File: src/rtl/alu_pkg.sv
// Shared definitions for the two-requester ALU arbiter: opcodes, FSM states,
// and the illegal-opcode test.
package alu_pkg;

    localparam logic [3:0] OP_ADD = 4'b0000;
    localparam logic [3:0] OP_LSL = 4'b0001;
    localparam logic [3:0] OP_LSR = 4'b0010;
    localparam logic [3:0] OP_AND = 4'b0011;
    localparam logic [3:0] OP_OR  = 4'b0100;
    localparam logic [3:0] OP_XOR = 4'b0101;
    localparam logic [3:0] OP_SLT = 4'b0110;
    localparam logic [3:0] OP_MOV = 4'b0111;

    typedef enum logic [1:0] {
        ST_IDLE = 2'd0,
        ST_EXEC = 2'd1,
        ST_RESP = 2'd2
    } state_t;

    // Any opcode with bit 3 set lies outside the ADD..MOV set.
    function automatic logic is_illegal_op(input logic [3:0] op);
        return op[3];
    endfunction

endpackage

File: src/rtl/alu_arb_pick2.sv
// Two-way arbitration pick: one-hot select, pointer names the preferred
// requester when both are asking.
module alu_arb_pick2 (
    input  logic       Req0,
    input  logic       Req1,
    input  logic       pointer,
    output logic [1:0] select
);

    always_comb begin
        select = '0;
        if (Req0 && Req1) begin
            select = pointer ? 2'b10 : 2'b01;
        end else if (Req0) begin
            select = 2'b01;
        end else if (Req1) begin
            select = 2'b10;
        end
    end

endmodule

File: src/rtl/alu_share_arb.sv
// Shares one external ALU between two requesters (IDLE -> EXEC -> RESP).
// Define ALU_ARB_RR_EN for round-robin arbitration; default is fixed priority.
module alu_share_arb #(
    parameter int DW  = 8,
    parameter int OPW = 4
) (
    input  logic           CLK,
    input  logic           Reset_n,
    input  logic           Req0,
    input  logic           Req1,
    input  logic [DW-1:0]  A0,
    input  logic [DW-1:0]  A1,
    input  logic [DW-1:0]  B0,
    input  logic [DW-1:0]  B1,
    input  logic [OPW-1:0] Op0,
    input  logic [OPW-1:0] Op1,
    output logic           Gnt0,
    output logic           Gnt1,
    output logic [DW-1:0]  AluA,
    output logic [DW-1:0]  AluB,
    output logic [OPW-1:0] AluOp,
    input  logic [DW-1:0]  AluOut,
    input  logic           AluZero,
    output logic [DW-1:0]  Out,
    output logic           Zero,
    output logic           RespId,
    output logic           RespErr,
    output logic           RespValid,
    input  logic           RespReady,
    output logic           Busy
);

    import alu_pkg::*;

    state_t     state;
    state_t     state_nx;
    logic [1:0] sel;
    logic       ptr;
    logic       served;
    logic       grant;

    alu_arb_pick2 u_pick (
        .Req0    (Req0),
        .Req1    (Req1),
        .pointer (ptr),
        .select  (sel)
    );

    assign grant = (state == ST_IDLE) && (Req0 || Req1);
    assign Busy  = (state != ST_IDLE);

`ifdef ALU_ARB_RR_EN
    // After serving requester n, prefer the other one.
    always_ff @(posedge CLK or negedge Reset_n) begin
        if (!Reset_n) begin
            ptr <= 1'b0;
        end else if (grant) begin
            ptr <= sel[0];
        end
    end
`else
    assign ptr = 1'b0;
`endif

    always_ff @(posedge CLK or negedge Reset_n) begin
        if (!Reset_n) begin
            state <= ST_IDLE;
        end else begin
            state <= state_nx;
        end
    end

    always_comb begin
        state_nx = state;
        case (state)
            ST_IDLE: if (Req0 || Req1) state_nx = ST_EXEC;
            ST_EXEC: state_nx = ST_RESP;
            ST_RESP: if (RespReady) state_nx = ST_IDLE;
            default: state_nx = ST_IDLE;
        endcase
    end

    always_ff @(posedge CLK or negedge Reset_n) begin
        if (!Reset_n) begin
            Gnt0      <= 1'b0;
            Gnt1      <= 1'b0;
            served    <= 1'b0;
            AluA      <= '0;
            AluB      <= '0;
            AluOp     <= '0;
            Out       <= '0;
            Zero      <= 1'b0;
            RespId    <= 1'b0;
            RespErr   <= 1'b0;
            RespValid <= 1'b0;
        end else begin
            Gnt0 <= 1'b0;
            Gnt1 <= 1'b0;
            case (state)
                ST_IDLE: begin
                    if (grant) begin
                        Gnt0   <= sel[0];
                        Gnt1   <= sel[1];
                        served <= sel[1];
                        AluA   <= sel[1] ? A1  : A0;
                        AluB   <= sel[1] ? B1  : B0;
                        AluOp  <= sel[1] ? Op1 : Op0;
                    end
                end
                ST_EXEC: begin
                    RespValid <= 1'b1;
                    RespId    <= served;
                    if (is_illegal_op(AluOp[3:0])) begin
                        Out     <= '0;
                        Zero    <= 1'b0;
                        RespErr <= 1'b1;
                    end else begin
                        Out     <= AluOut;
                        Zero    <= AluZero;
                        RespErr <= 1'b0;
                    end
                end
                ST_RESP: begin
                    if (RespReady) RespValid <= 1'b0;
                end
                default: ;
            endcase
        end
    end

endmodule

File: config.mk
export PLATFORM = sky130hd
export DESIGN_NAME = alu_share_arb
export DESIGN_NICKNAME = d
export VERILOG_FILES = /design/src/rtl/alu_pkg.sv /design/src/rtl/alu_arb_pick2.sv /design/src/rtl/alu_share_arb.sv
export SDC_FILE = /design/constraint.sdc
export NUM_CORES = 1
export LEC_CHECK = 0
export BUFFER_PORTS_ARGS = -buffer_cell sky130_fd_sc_hd__buf_4
export CAP_MARGIN = 20
export CORE_MARGIN = 4
export CORE_UTILIZATION = 23
export CTS_BUF_LIST = sky130_fd_sc_hd__clkbuf_8 sky130_fd_sc_hd__clkbuf_16
export DETAILED_ROUTE_END_ITERATION = 10
export GPL_TIMING_DRIVEN = 0
export PLACE_DENSITY = 0.42
export SLEW_MARGIN = 30
export SYNTH_ARGS = -nofsm -noshare
export SYNTH_HDL_FRONTEND = slang
export SYNTH_SLANG_ARGS = --single-unit
File: constraint.sdc
create_clock -name CLK -period 1.8 [get_ports CLK]
set_input_delay 0.18 -clock CLK [delete_from_list [all_inputs] [get_ports CLK]]
set_output_delay 0.18 -clock CLK [all_outputs]
set_load 0.1 [all_outputs]
; After elaboration in Yosys (flattened, before gate mapping)
; Index checks and enable logic that the tools add are counted.
[totals]
ff_bits = 37
out_inout_bits = 35
elab_cells = 43
input_bits = 54
[classes]
eq_ne = 4
reduce_logical = 9
mux = 18
[op_table]
columns = operator, n
row1 = 8-bit two-way mux, 3
row2 = 2-bit two-way mux, 5
row3 = 1-bit two-way mux, 7
row4 = 2-bit case mux with 3 select lines, 1
row5 = 2-bit AND reduction, 3
row6 = 4-bit two-way mux, 1
row7 = 2-bit nonzero test, 2
row8 = "2-bit by 1-bit == test with 1-bit output, second input constant", 1
row9 = "2-bit == test, second input constant", 1
row10 = 1-bit logical AND, 2
row11 = 2-bit logical NOT, 1
row12 = "2-bit by 1-bit != test with 1-bit output, second input constant", 1
row13 = "2-bit != test, second input constant", 1
row14 = 1-bit case mux with 2 select lines, 1
row15 = 1-bit logical OR, 1

; Longest topological paths before layout
; Gate-level depths: netlist of the first run.
[depth]
ltp_word = 5
mapped_depth = 4
mapped_depth_nobuf = 3

; Modules after synthesis
; A second synthesis of the first run with hierarchy kept.
[unflattened]
cells_unflattened = 130
area_unflattened_um2 = 1778.0
[by_module_without_submodules]
columns = module, instances, area_each_um2, cells_per_inst, seq_area_each_um2
row1 = alu_share_arb, 1, 1759.2, 127, 925.9
row2 = alu_arb_pick2, 1, 18.8, 3, 0.0

; Least setup slack after synthesis of the first run
; Ideal clock, no wire load.
[synth_timing]
path_type = flip-flop to flip-flop
from = reg AluOp[3]
to = reg Out[1]
path_slack_ns = 0.327
stages_incl_launch_ff = 4
t_required_ns = 1.671
synth_period_minus_slack_ns = 1.473
t_arrival_ns = 1.344
cell_sequence = dfrtp_1 > clkbuf_1 > nand2b_1 > o21ai_0
[synth_between]
elab_chain_len = 1
[synth_rtl]
columns = item, line_no
row1 = start: declaration, alu_share_arb.sv:21  ; output logic [OPW-1:0] AluOp,
row2 = start signal: assignment, alu_share_arb.sv:107  ; AluOp <= sel[1] ? Op1 : Op0;
row3 = 8-bit two-way mux, alu_share_arb.sv:113  ; if (is_illegal_op(AluOp[3:0])) begin
row4 = end signal: assignment, alu_share_arb.sv:118  ; Out <= AluOut;
row5 = end: declaration, alu_share_arb.sv:24  ; output logic [DW-1:0] Out,
; Every way passes these cells.
; A chain may end at the register's enable or synchronous reset.

; Final worst setup path of the first run
[layout_timing]
from = reg state[1]
to = reg AluOp[0]
[layout_between]
elab_chain_len = 3
[layout_rtl]
columns = item, line_no
row1 = start: declaration, alu_share_arb.sv:35  ; state_t state;
row2 = start signal: assignment, alu_share_arb.sv:69  ; state <= state_nx;
row3 = 2-bit logical NOT *, "alu_share_arb.sv:49, alu_share_arb.sv:99"
row4 = 1-bit logical AND, alu_share_arb.sv:49  ; assign grant = (state == ST_IDLE) && (Req0 || Req1);
row5 = 2-bit AND reduction (no line) *, n/a
; Every way passes the cells marked *; elsewhere a longest branch is shown, timed or not.

==> results.md, run 1 <==
- The final setup violation count is 0.
- The count of max-cap constraint violations is 0.
- The worst hold margin is 91.2 ps.
- The via density per instance is 3.92.
- The type of destination of the critical path is a flip-flop.
- The clock period could shrink to 1540 ps.
- Setup repair after global routing left no endpoint under its margin.
- The via count of the first global-routing pass is 1401.
- The routability-driven placement congestion ratio is 0.620.
- The final max-slew violation count is 0.
- The number of clock buffers added by TritonCTS is 5.
- The cell sitting at the root of the clock tree is a clkbuf_8.
- The number of placement rows is 32.
- Sorting the synthesized cells by area gives the leading types as dfrtp_1, mux2_4, nand2b_1.
- After global routing the overflow that remains totals 0.
- The synthesized design contains 37 register bits.
- In the final layout, flip-flops and latches occupy 926 um^2.
- STA puts the critical path data arrival time at 1710 ps.
- The clock insertion delay at the later pin of the skew report is 280 ps.
- After filler insertion, the fill cell instance count of the layout stands at 816.
- The post-route netlist has 63.6% of its cells at a drive strength greater than 1.
- The clock tree from TritonCTS is done.
- Entering global routing, the biggest net connects 38 pins.
- The final wirelength is 4360 um.
- The count of final hold-check violations is 0.
- Of the synthesized area, sequential elements account for 51.0%.
- The average cell area after synthesis is 14.2 um^2.
- The maximum fanout encountered on the critical timing path is 10.
- The fraction of synthesized cell area taken by the top area cell type is 51.0%.
- The number of nets in the synthesized netlist is 182.
- The level count of the clock H-tree is 2.
- Counting every sink on the clock net gives 37.
- In the routed design, unresolved DRC markers number 0.
- The number of antenna diodes in the final layout is 0.
- Global routing used 9.60% of the available tracks across all layers.
- The most frequent standard cell in the layout excluding fill and tap cells is buf_4.
- At the pin with the least slew margin, the transition time is 491 ps.
- The first global-routing pass estimated 7130 um of wire.
- The detailed-placement wirelength estimate is 3310 um.
- The final setup TNS is 0 ps.
- The end-of-flow core utilization is 35.1%.
- The biggest area consumer among synthesized cells is dfrtp_1.
- Dividing the final minimum period by the clock period gives 85.7%.
- The top cell types in the final layout, fill and taps aside, are buf_4, mux2_4, dfrtp_1.
- Clock-pin slew was measured on the worst setup and hold paths at 80 ps.
- The area growth from synthesis to layout is 48.5%.
- The area enclosed by the die boundary is 9380 um^2.
- The headroom to the max-slew limit is 67.3%.
- The multi-input gate area in the final layout is 826 um^2.
- Once the floorplan was initialized, standard cells occupied 23.6% of the core.
- The initial antenna violation count is 0.
- The count of unique library cells instantiated by Yosys is 15.
- Yosys printed 0 warnings.
- In this run the post-CTS setup repair buffer count came out at 0.
- The clock tree skew after final layout is 5.20 ps.
- The min-delay analysis places its worst path in the category input pin to flip-flop.
- The cell area after synthesis is 1820 um^2.
- The count of input and output buffers is 88.
- Synthesis handed over a netlist of 128 instances.
- The floorplan step set the die width to 96.9 um.
- The data required time of the worst path is 1970 ps.
- The remaining number of nets flagged by the antenna check after routing is 0.
- The net count of the finished layout is 278.
- The element type at the critical path start is a flip-flop.
- The longest clock path from root to sink contains 2 buffers.
- The number of DRC violations after detailed-routing iteration 0 is 38.
- For this design the top-level I/O count stands at 89.
- Static timing analysis puts the maximum clock frequency at 648 MHz.
- Measured along the y axis, the die boundary spans 96.9 um.
- The first detailed-routing pass took 4 iterations.
- The routed layout has 1283 vias.
- Dividing the detail-routed wire length by the instance count gives 13.3 um.
- The number of gates given a new drive strength after cts is 0.
- The cts-stage hold buffer count is 1.
- The run finished with clean final reports.
- The core region is 7690 um^2.
- The critical setup path kind is flip-flop to flip-flop.
[worst paths after layout]
| kind | from | to | slack (ps) | depth (start not counted) |
|---|---|---|---|---|
| setup / recovery | state[1] | AluOp[0] | 260 | 4 |
| hold / removal | RespReady | state[1] | 90 | 2 |
| setup reg to reg | state[1] | AluOp[0] | 260 | 4 |
| hold reg to reg | Out[1] | Out[1] | 480 | 2 |
| max in group asynchronous | Reset_n | AluOp[1] | 1040 | 2 |
| min in group asynchronous | Reset_n | AluB[3] | 410 | 2 |
[metal layers]
metal | vias to the layer above | GRT usage, % | wire length (um)
met5 | - | 0 | 0
met4 | 0 | 3.56 | 67
met3 | 6 | 4.04 | 376
met2 | 46 | 16.3 | 2200
met1 | 602 | 10.7 | 1720
li1 | 629 | - | -
[flip-flops by register name, indices dropped and copies added (netlist names)]
signal and count:
AluA 8, AluB 8, Out 8, AluOp 4
state 2, Gnt0 1, Gnt1 1, RespErr 1
RespId 1, RespValid 1, Zero 1, served 1
[critical path, cell delays in order (launching register included)]
cell	delay [ps]
dfrtp_1	410
nor2_1	240
o21a_1	250
buf_6	200
mux2_4	320
[cells by family (layout without fill, tap and decap cells)]
group,after synthesis,after routing,synth area share [%]
simple gates,26,26,7.58
compound gates,14,14,3.99
buf+inv,9,106,3.58
mux,42,42,33.9
flops,37,37,51.0
[synth_stat cells (all sizes together)]
cell type / n
a21oi: 2
and2: 1
buf: 5
clkbuf: 2
dfrtp: 37
inv: 2
mux2: 42
nand2: 9
nand2b: 12
nor2: 4
o21a: 1
o21ai: 11
[final cells by class]
type | instances | share of cell area, %
flip-flops and latches | 37 | 34.3
multi-input cells | 82 | 30.6
repair buffers | 89 | 24.9
well taps | 102 | 4.73
clock buffers | 5 | 2.55
plain buffers | 7 | 2.13
clock inverters | 3 | 0.510
inverters | 2 | 0.278
[through the flow]
step / cell area, um^2 / setup WS, ps / instances
3_3_place_gp: 2610 / 219 / 318
3_5_place_dp: 2610 / 250 / 318
2_1_floorplan: 1820 / 327 / 128
5_1_grt: 2700 / 140 / 327
6_report: 2700 / 257 / 327
4_1_cts: 2700 / 220 / 327
Power of run 1 is not shown: default switching activity piles up to over one toggle a cycle in this logic, so the estimate is an artifact.
==> inputs of run 2 (changes only) <==
--- a/config.mk
+++ b/config.mk
@@ -7,12 +7,13 @@
 export LEC_CHECK = 0
 export BUFFER_PORTS_ARGS = -buffer_cell sky130_fd_sc_hd__buf_4
 export CAP_MARGIN = 20
-export CORE_MARGIN = 4
+export CORE_MARGIN = 3
 export CORE_UTILIZATION = 23
 export CTS_BUF_LIST = sky130_fd_sc_hd__clkbuf_8 sky130_fd_sc_hd__clkbuf_16
 export DETAILED_ROUTE_END_ITERATION = 10
 export GPL_TIMING_DRIVEN = 0
 export PLACE_DENSITY = 0.42
+export RECOVER_POWER = 25
 export SLEW_MARGIN = 30
 export SYNTH_ARGS = -nofsm -noshare
 export SYNTH_HDL_FRONTEND = slang
==> run 2 against run 1 <==
  * Wire length barely moved
  * Die area fell by 4.1%
  * Largest cell class unchanged
  * Fmax fell by 1.3%
  * Non-clock buffer count did not move
  * Global-route usage rose by 0.41 points
  * Via count rose by 0.47%
  * Cell area rose by 1.0%
  * Clock-buffer cell count rose by 1
  * Sequential share of layout area fell by 0.35 points
  * Clock skew fell by 1.5 ps
  * Worst hold slack improved by 6.3 ps
==> results.md, run 2 (synthesis results as in run 1) <==
- The final max-slew violation count is 0 (unchanged).
- The largest net degree at the start of global routing is 38 (unchanged).
- The final-layout fill cell count came to 789 (-3.3%).
- The detailed-placement wirelength estimate was 3260 um (-1.6%).
- The clock input transition at the sequential cells of the worst setup and hold paths is 70 ps (about the same).
- The via density per instance came to 3.98 (+1.4%).
- The chip width came to 94.9 um (-2.1%).
- The post-route clock period utilization is 86.8% (+1.1 points).
- STA classifies the critical path startpoint as a flip-flop.
- The shortest period the worst path allows is 1560 ps (+20.6 ps).
- The number of I/O pins is 89 (unchanged).
- On the critical path the largest part of the delay comes from flip-flops.
- The initial antenna violation count is 0 (unchanged).
- The maximum buffer depth of the clock tree was 2 (unchanged).
- The number of detailed-route iterations in the first pass was 4 (unchanged).
- The most critical setup path has its startpoint at state[1].
- The number of DRC violations after detailed-routing iteration 0 is 10 (-74%).
- The initial core utilization came to 24.4% (+0.76 points).
- The DRC violations left is 0 (unchanged).
- The count of final hold-check violations came to 0 (unchanged).
- The wire length of the first global-routing pass is 6800 um (-4.6%).
- STA classifies the critical path endpoint as a flip-flop.
- In the layout the commonest cells are buf_4, mux2_4, dfrtp_1.
- The area growth from synthesis to layout is 50.0%.
- TritonCTS built the clock tree.
- The count of nets after finishing was 278 (unchanged).
- The maximum fanout encountered on the critical timing path is 10 (unchanged).
- The via count of the first global-routing pass is 1365 (-2.6%).
- The final wirelength is 4360 um (about the same).
- The number of placement rows is 31 (-3.1%).
- The final setup TNS is 0 ps (unchanged).
- The headroom to the max-slew limit is 36.8% (-30 points).
- The cts-stage hold buffer count came to 1 (unchanged).
- The via count is 1289 (+0.47%).
- The routed wirelength normalized by instance count was 13.4 um (+0.83%).
- The largest individual stage delay along the critical path comes from the cell dfrtp_1.
- In this run the worst hold path is classified as input pin to flip-flop.
- The diode insertion count for antenna repair came to 0 (unchanged).
- The largest registers in the layout are AluA (8), AluB (8), Out (8).
- The startpoint of the lowest-slack register-to-register path is state[1].
- The clock sink count is 37 (unchanged).
- The final setup violation count was 0 (unchanged).
- The critical path goes through nor2_1, o21a_1, buf_6, mux2_4.
- The count of buffer and inverter cells on the critical path came to 1 (unchanged).
- The slew at the pin with the worst max-slew slack was 948 ps (+457 ps).
- The floorplan die height was 94.9 um (-2.1%).
- The level count of the clock H-tree is 2 (unchanged).
- The number of gates given a new drive strength after cts is 0 (unchanged).
- The placeable core area is 7450 um^2 (-3.1%).
- The remaining number of nets flagged by the antenna check after routing is 0 (unchanged).
- The global-route usage over all layers was 10.0% (+0.41 points).
- The total congestion overflow came to 0 (unchanged).
- The total CTS buffers is 5 (unchanged).
- The maximum clock frequency came to 640 MHz (-1.3%).
- The library cell used most frequently in the layout, excluding fill and tap cells, is buf_4.
- Setup repair after global routing left no endpoint under its margin.
- The count of input and output buffers came to 88 (unchanged).
- The count of max-cap constraint violations is 0 (unchanged).
- The area enclosed by the die boundary is 9000 um^2 (-4.1%).
- The source of the worst hold timing path is RespReady.
- The total setup buffers inserted after CTS is 0 (unchanged).
- The data required time of the worst path came to 1970 ps (about the same).
- The cell chosen for the clock root is clkbuf_8.
- The maximum single-stage delay on the critical path came to 400 ps (about the same).
- The clock tree skew after final layout is 3.68 ps (-1.52 ps).
- The clock insertion delay at the later pin of the skew report is 280 ps (about the same).
- The fraction of final layout cells with drive strength greater than 1 is 63.6% (unchanged).
- The flow ran to the end, and the final reports show no timing, DRC or antenna violations.
- The critical path in this run is classified as flip-flop to flip-flop.
- The routability-driven placement congestion ratio is 0.668 (+7.8%).
- The arrival time at the worst endpoint is 1740 ps (+30 ps).
==> run 2: changes by cell type in the layout (fill, tap and decap cells not counted), sizes merged <==
cell    before  now
clkinv       2    0
bufinv       0    1
clkbuf       7    9
buf         93   92
==> run 2: final cells by class <==
cell class	instances	area, um^2	area share, %
flip-flops and latches	37	926	34.0
multi-input cells	82	826	30.3
repair buffers	89	668	24.5
well taps	99	124	4.55
clock buffers	6	82.6	3.03
plain buffers	7	57.6	2.11
clock inverters	2	33.8	1.24
inverters	2	7.51	0.275
==> run 2: final timing paths <==
kind | end | slack [ps] | cells past startpoint
max | AluB[1] | 240 | 4
min | state[1] | 100 | 2
max reg2reg | AluB[1] | 240 | 4
min reg2reg | Out[2] | 490 | 2
max in group asynchronous | AluA[7] | 640 | 2
min in group asynchronous | Out[6] | 580 | 2
==> run 2: metrics by stage <==
stage | instances | util [%] | setup WS [ps] | cell area, um^2 | hold WS [ps]
after CTS | 324 | 36.6 | 198 | 2730 | 85.8
final | 324 | 36.6 | 237 | 2730 | 97.5
after detailed placement | 315 | 34.9 | 211 | 2600 | 188
after floorplan | 128 | - | 327 | 1820 | -116
after global placement | 315 | 34.9 | 212 | 2600 | 192
after global routing | 324 | 36.6 | 118 | 2730 | 88.3
==> run 2: worst register-to-register path, delay by kind of cell (launching register included) <==
family	cells	cell delay, ps
buf+inv	1	210
compound gates	1	270
simple gates	1	260
mux	1	310
flops	1	400
==> run 2: routing by layer <==
metal	vias to the layer above	GRT usage (%)	wire, um
met5	-	0	0
met4	0	3.97	65
met3	6	4.38	441
met2	57	14.7	1970
met1	600	12.9	1880
li1	626	-	-
Power of run 2 is left out for the same reason.
